File: src/rtl/bin_to_bcd_seq.sv
// Sequential double-dabble binary-to-BCD converter, one shift per clock.
// The result and overflow flag are held between conversions, so downstream
// display logic never sees a partial value.
module bin_to_bcd_seq #(
  parameter int unsigned IN_WIDTH = 14,
  parameter int unsigned DIGITS   = 4
) (
  input  logic                  clk,
  input  logic                  reset_n,
  input  logic                  start,
  input  logic [IN_WIDTH-1:0]   bin_in,
  output logic [4*DIGITS-1:0]   bcd_out,
  output logic                  busy,
  output logic                  done,
  output logic                  overflow
);

  localparam int unsigned OUT_W = 4 * DIGITS;
  localparam int unsigned CAT_W = OUT_W + IN_WIDTH;
  localparam int unsigned CNT_W = $clog2(IN_WIDTH + 1);
  localparam int unsigned CMP_W = $clog2(10 ** DIGITS);
  localparam int unsigned EXT_W = (IN_WIDTH > CMP_W) ? IN_WIDTH : CMP_W;
  localparam logic [CMP_W-1:0] MAX_VAL = CMP_W'(10 ** DIGITS - 1);

  typedef enum logic [1:0] {
    IDLE  = 2'd0,
    SHIFT = 2'd1,
    DONE  = 2'd2
  } state_t;

  state_t              state, state_nx;
  logic [IN_WIDTH-1:0] shreg, shreg_nx;
  logic [OUT_W-1:0]    scratch, scratch_nx;
  logic [CNT_W-1:0]    cnt, cnt_nx;
  logic                ovf_pending, ovf_pending_nx;
  logic [OUT_W-1:0]    bcd_nx;
  logic                busy_nx, done_nx, overflow_nx;

  logic [OUT_W-1:0]    adj;
  logic [CAT_W-1:0]    cat_sh;
  logic                last_step;

  // Add-3 correction: every nibble >= 5 gets +3 before the shift.
  always_comb begin
    adj = scratch;
    for (int i = 0; i < int'(DIGITS); i++) begin
      if (scratch[4*i +: 4] >= 4'd5) begin
        adj[4*i +: 4] = scratch[4*i +: 4] + 4'd3;
      end
    end
  end

  // Combined left shift; the top scratch bit falls off (only on overflow).
  assign cat_sh    = {adj, shreg} << 1;
  assign last_step = (cnt == CNT_W'(1));

  // Next-state and next-output logic.
  always_comb begin
    state_nx       = state;
    shreg_nx       = shreg;
    scratch_nx     = scratch;
    cnt_nx         = cnt;
    ovf_pending_nx = ovf_pending;
    bcd_nx         = bcd_out;
    overflow_nx    = overflow;
    done_nx        = 1'b0;

    case (state)
      IDLE: begin
        if (start) begin
          state_nx       = SHIFT;
          shreg_nx       = bin_in;
          scratch_nx     = '0;
          cnt_nx         = CNT_W'(IN_WIDTH);
          ovf_pending_nx = EXT_W'(bin_in) > EXT_W'(MAX_VAL);
        end
      end
      SHIFT: begin
        scratch_nx = cat_sh[CAT_W-1:IN_WIDTH];
        shreg_nx   = cat_sh[IN_WIDTH-1:0];
        cnt_nx     = cnt - CNT_W'(1);
        if (last_step) begin
          state_nx    = DONE;
          done_nx     = 1'b1;
          bcd_nx      = ovf_pending ? {DIGITS{4'h9}} : cat_sh[CAT_W-1:IN_WIDTH];
          overflow_nx = ovf_pending;
        end
      end
      DONE:    state_nx = IDLE;
      default: state_nx = IDLE;
    endcase

    busy_nx = (state_nx != IDLE);
  end

  // State, datapath and output registers.
  always_ff @(posedge clk or negedge reset_n) begin
    if (!reset_n) begin
      state       <= IDLE;
      shreg       <= '0;
      scratch     <= '0;
      cnt         <= '0;
      ovf_pending <= 1'b0;
      bcd_out     <= '0;
      busy        <= 1'b0;
      done        <= 1'b0;
      overflow    <= 1'b0;
    end else begin
      state       <= state_nx;
      shreg       <= shreg_nx;
      scratch     <= scratch_nx;
      cnt         <= cnt_nx;
      ovf_pending <= ovf_pending_nx;
      bcd_out     <= bcd_nx;
      busy        <= busy_nx;
      done        <= done_nx;
      overflow    <= overflow_nx;
    end
  end

endmodule

File: config.mk
export PLATFORM = sky130hd
export DESIGN_NAME = bin_to_bcd_seq
export DESIGN_NICKNAME = d
export VERILOG_FILES = /design/src/rtl/bin_to_bcd_seq.sv
export SDC_FILE = /design/constraint.sdc
export NUM_CORES = 1
export LEC_CHECK = 0
export ABC_AREA = 1
export CORE_MARGIN = 2
export CORE_UTILIZATION = 51
export CTS_BUF_LIST = sky130_fd_sc_hd__clkbuf_8
export DETAILED_ROUTE_END_ITERATION = 8
export PLACE_DENSITY_LB_ADDON = 0.15
export SYNTH_ARGS = -nofsm -noshare
export SYNTH_HDL_FRONTEND = slang
export SYNTH_SLANG_ARGS = --single-unit
File: constraint.sdc
create_clock -name clk -period 1.3 [get_ports clk]
set_input_delay 0.26 -clock clk [delete_from_list [all_inputs] [get_ports clk]]
set_output_delay 0.26 -clock clk [all_outputs]
set_load 0.02 [all_outputs]
; Word-level counts from Yosys, hierarchy flattened
; Index checks and enable logic that the tools add are counted.
[op_classes]
reduce_logical = 6
add_sub_neg = 5
order_cmp = 5
n_eq_ne = 3
muxes = 16
[ops]
columns = op, count
row1 = 2-to-1 mux 16 bit, 2
row2 = one-hot mux 16 bit (2 select lines), 1
row3 = one-hot mux 14 bit (2 select lines), 1
row4 = ">= comparator 4 x 3 -> 1 bit, second input constant", 4
row5 = 2-to-1 mux 4 bit, 4
row6 = "greater-than comparator 14 bit, second input constant", 1
row7 = 2-to-1 mux 14 bit, 1
row8 = "adder 4 x 2 -> 4 bit, second input constant", 3
row9 = one-hot mux 4 bit (2 select lines), 1
row10 = AND reduction 2 bit, 3
row11 = "== test 4 x 1 -> 1 bit, second input constant", 1
row12 = 2-to-1 mux 2 bit, 2
row13 = one-hot mux 2 bit (2 select lines), 1
row14 = nonzero test 2 bit, 2
row15 = "subtractor 4 x 1 -> 4 bit, second input constant", 1
row16 = "adder 3 x 2 -> 3 bit, second input constant", 1
row17 = 2-to-1 mux 3 bit, 1
row18 = "== test 2 x 1 -> 1 bit, second input constant", 1
row19 = zero test 2 bit, 1
row20 = 2-to-1 mux 1 bit, 2
row21 = "!= test 2 bit, second input constant", 1
[totals]
inputBits = 17
register_bits = 56
output_inout_bits = 19

; Longest topological paths before layout
; Gate-level depths: netlist of run 1.
[logic_depth]
ltp_word = 4
depth_mapped = 9
depth_no_buf = 9

; Worst setup path before layout of run 1
; No wires, ideal clock.
[synth_timing]
path_type = register to register
startpoint = register scratch[8]
endpoint = register bcd_out[12]
setup_time_ns = 0.117
arrival_ns = 1.206
path_buffers = 0
stages_incl_launch_ff = 8
slack_ns = -0.023
synth_period_minus_slack_ns = 1.323
required_time_ns = 1.183
cell_sequence = dfrtp_1 inv_1 ha_1 inv_1 o21ai_0 o21ai_0 nor2_1 nor2_1
[synth_between]
elab_chain_len = 3
elab_cells_between_ends = 4
cone_classes = add/sub (1) / order compare (1) / mux (2)
[synth_rtl]
columns = element, line_no
row1 = start: declaration, 33  ; logic [OUT_W-1:0] scratch, scratch_nx;
row2 = start signal: assignment, 111  ; scratch <= scratch_nx;
row3 = adder 4 x 2 -> 4 bit or >= comparator 4 x 3 -> 1 bit (tied branches), "48, 47"
row4 = 2-to-1 mux 4 bit (*), 47  ; if (scratch[4*i +: 4] >= 4'd5) begin
row5 = 2-to-1 mux 16 bit (*), 85  ; bcd_nx = ovf_pending ? {DIGITS{4'h9}} : cat_sh[CAT_W-1:IN_WIDTH];
row6 = end signal: assignment, 114  ; bcd_out <= bcd_nx;
row7 = end: declaration, 12  ; output logic [4*DIGITS-1:0] bcd_out,
; Every way passes the cells marked *; elsewhere a longest branch is shown, timed or not.
; A chain may end at the register's enable or synchronous reset.

; Worst setup path after layout of run 1
[layout_timing]
startpoint = register scratch[8]
endpoint = register bcd_out[9]
; Same word-level chain as after synthesis.

==> results of run 1 <==
==> state kept, by name, indices dropped and copies added, names as in the netlist <==
| signal | count |
|---|---|
| busy | 1 |
| state | 2 |
| ovf_pending | 1 |
| scratch | 16 |
| done | 1 |
| overflow | 1 |
| bcd_out | 16 |
| shreg | 14 |
| cnt | 4 |
==> area by class of cell <==
cell class                 instances  area share (%)
clock buffer                       7           2.550
multi-input combinational        233           36.39
inverter                          33           3.344
timing repair buffer              73           17.52
sequential                        56           37.09
tap                               70           2.318
clock inverter                     1          0.7947
==> timing repair <==
action / CTS / global route
setup endpoints to repair: 44 / 53
buffers inserted: 4 / 7
resized for setup: 49 / 72
pin swaps: 12 / 19
endpoints found under the hold margin: 56 / 0
cloned: 1 / 0
hold buffers: 1 / 0
==> layer usage <==
| metal | GRT usage, % | up-vias | part of all wire, % |
|---|---|---|---|
| met5 | 0 | - | 0 |
| met2 | 37.81 | 80 | 50 |
| li1 | - | 1198 | - |
| met4 | 8.727 | 0 | 2.5 |
| met1 | 31.40 | 1176 | 43 |
| met3 | 3.765 | 15 | 4.7 |
==> worst paths after layout <==
kind / startpoint / endpoint
setup reg to reg: scratch[8] / bcd_out[9]
setup / recovery: scratch[8] / bcd_out[9]
min in group clk: bcd_out[10] / bcd_out[10]
max in group asynchronous: reset_n / bcd_out[0]
hold reg to reg: bcd_out[10] / bcd_out[10]
hold / removal: reset_n / scratch[2]
==> cell usage in the layout (no fill, tap or decap), types with 2 or more instances in the layout <==
master	n
ha_2	2
nand2_2	15
inv_2	14
nand3_2	7
clkdlybuf4s15_1	17
nand2_1	81
buf_6	5
nor2_2	2
dlygate4sd2_1	2
o22ai_1	6
nand2_4	5
nor2_1	37
nand4_1	3
ha_1	3
o21ai_0	23
inv_1	18
a21oi_2	5
nand3_4	2
nand3_1	8
clkbuf_8	7
clkdlybuf4s50_1	15
nor2_4	3
buf_4	31
ha_4	5
o21ai_2	5
o21ai_1	5
dfrtp_1	56
a21oi_1	10
==> cells by family after synthesis <==
| logic type | share of synthesized area [%] |
|---|---|
| AOI/OAI and AO/OA | 11.31 |
| adders and majority gates | 4.636 |
| buffers and inverters | 6.676 |
| DFF | 51.92 |
| and+or+nand+nor | 25.45 |
==> critical path, stage by stage (launching register included) <==
cell and delay, ps:
dfrtp_1 440, inv_2 100, ha_4 130, inv_1 70, o21ai_4 210, nand2_2 110
nand2_2 100, nand3_2 70, nand2_1 60
==> power groups by stage <==
stage | Sequential (uW) | Combinational, uW | Clock, uW
after floorplan | 3330 | 2270 | 0
after global placement | 3050 | 4010 | 0
after detailed placement | 3080 | 4150 | 0
after CTS | 3080 | 4300 | 1260
after global routing | 3230 | 5800 | 1310
final | 3140 | 5170 | 1250
==> per-stage QoR <==
stage	util [%]	hold WS, ps	worst slack, ps	total power [uW]
finish	73.98	456.7	-62.80	9555
CTS	69.13	477.5	-53.77	8636
detailed placement	64.33	283.6	-219.7	7226
global route	73.98	508.3	-132.1	10340
floorplan	-	-35.59	11.42	5595
global placement	64.33	280.7	-166.1	7063
==> results.sh, run 1 <==
export IMPL_crit_type="flop to flop"
export IMPL_n_fill_cell=368
export IMPL_htree_levels=2
export IMPL_syn_avg_cell_area_um2=8.178
export IMPL_cap_violations=0
export IMPL_netlist_area_leader_share_pct=51.92
export IMPL_worst_slew_pin_slew_ps=344.8
export IMPL_cts_tree="built"
export IMPL_cts_buffers=5
export IMPL_syn_num_nets=357
export IMPL_clk_path_buf_depth=2
export IMPL_finalCriticalPeriod_ps=1363
export IMPL_vdd_drop_max_mv=1.111
export IMPL_dieArea_mm2=0.005890
export IMPL_grt_pass1_wl_um=10920
export IMPL_start_util_pct=52.84
export IMPL_grt_use_total_pct=23.22
export IMPL_fin_setup_tns_ps=-381.2
export IMPL_yosys_top_cells_area="dfrtp_1, nand2_1, o21ai_0"
export IMPL_core_mm2=0.005107
export IMPL_setup_slack_ps=-62.80
export IMPL_hpwl_um=4182
export IMPL_placed_cells=452
export IMPL_grt_pass1_vias=2361
export IMPL_syn_inst=330
export IMPL_port_buffers=35
export IMPL_r2r_setup_slack_ps=-60
export IMPL_post_drt_wl_per_cell_um=14.12
export IMPL_rsz0062_at_grt="yes"
export IMPL_layout_nets=429
export IMPL_rows=26
export IMPL_sw_frac_of_total_pct=43.38
export IMPL_worstHoldPathType="primary input to async pin"
export IMPL_switchingPower_uw=4145
export IMPL_postPlaceCellArea_mm2=0.003286
export IMPL_clk_pin_slew_worst_paths_ps=100
export IMPL_clk_latency_ps=310
export IMPL_end_kind="flop"
export IMPL_cts_root_buf="clkbuf_8"
export IMPL_synthTopCellsByCount="nand2_1, dfrtp_1, nor2_1"
export IMPL_crit_fanout=4
export IMPL_setup_viol=18
export IMPL_fmax_ghz=0.7338
export IMPL_critPathLaunchType="flop"
export IMPL_p_int_uw=5410
export IMPL_clock_power_share_pct=13.1
export IMPL_antenna_found_initial=0
export IMPL_post_route_period_util_pct=104.8
export IMPL_grt_max_degree=57
export IMPL_hold_violations=0
export IMPL_p_leak_uw=0.001845
export IMPL_fin_cells=473
export IMPL_p_comb_share_pct=54.1
export IMPL_p_per_area_mw_per_mm2=2529
export IMPL_skew_ps=2.798
export IMPL_slew_headroom_pct=77.02
export IMPL_synth_warnings=0
export IMPL_yosysTopAreaCell="dfrtp_1"
export IMPL_cp_arrival_ps=1620
export IMPL_ys_ff_latch=56
export IMPL_cts_sinks=56
export IMPL_seqPwrFrac_pct=32.8
export IMPL_postRouteAntennaNets=0
export IMPL_synth_edff_count=0
export IMPL_synth_seq_area_share_pct=51.92
export IMPL_multiInputGateArea_mm2=0.001375
export IMPL_dr_pass1_iters=4
export IMPL_drt_initial_drc_count=227
export IMPL_drt_total_wl_um=6681
export IMPL_die_w_um=76.75
export IMPL_gp_congestion=0.8468
export IMPL_violations="setup timing"
export IMPL_drive_gt1_share_pct=28.29
export IMPL_overflow=0
export IMPL_diodes=0
export IMPL_seq_area_mm2=0.001401
export IMPL_maxSlewViolCount=0
export IMPL_required_ps=1560
export IMPL_synthFlopType="dfrtp_1"
export IMPL_viasPerCell=5.220
export IMPL_synthDistinctLibCells=24
export IMPL_die_h_um=76.75
export IMPL_pin_count=36
export IMPL_num_vias=2469
export IMPL_status="complete, but fails checks"
export IMPL_yosysMostFrequentCell="nand2_1"
export IMPL_synth_async_reset_ratio_pct=100.0
export IMPL_r2r_cells=8
export IMPL_synthToLayoutAreaGrowth_pct=40.01
export IMPL_netlist_area_mm2=0.002699
export IMPL_post_route_cell_area_mm2=0.003779
export IMPL_drcViolationCount=0
(Power assumes the default switching activity.)
==> inputs of run 2 (changes only) <==
Settings changed: CTS_CLUSTER_SIZE from default to 40.
==> results of run 2 <==
Same layout as run 1: the final DEF is identical, and so are final timing and power.
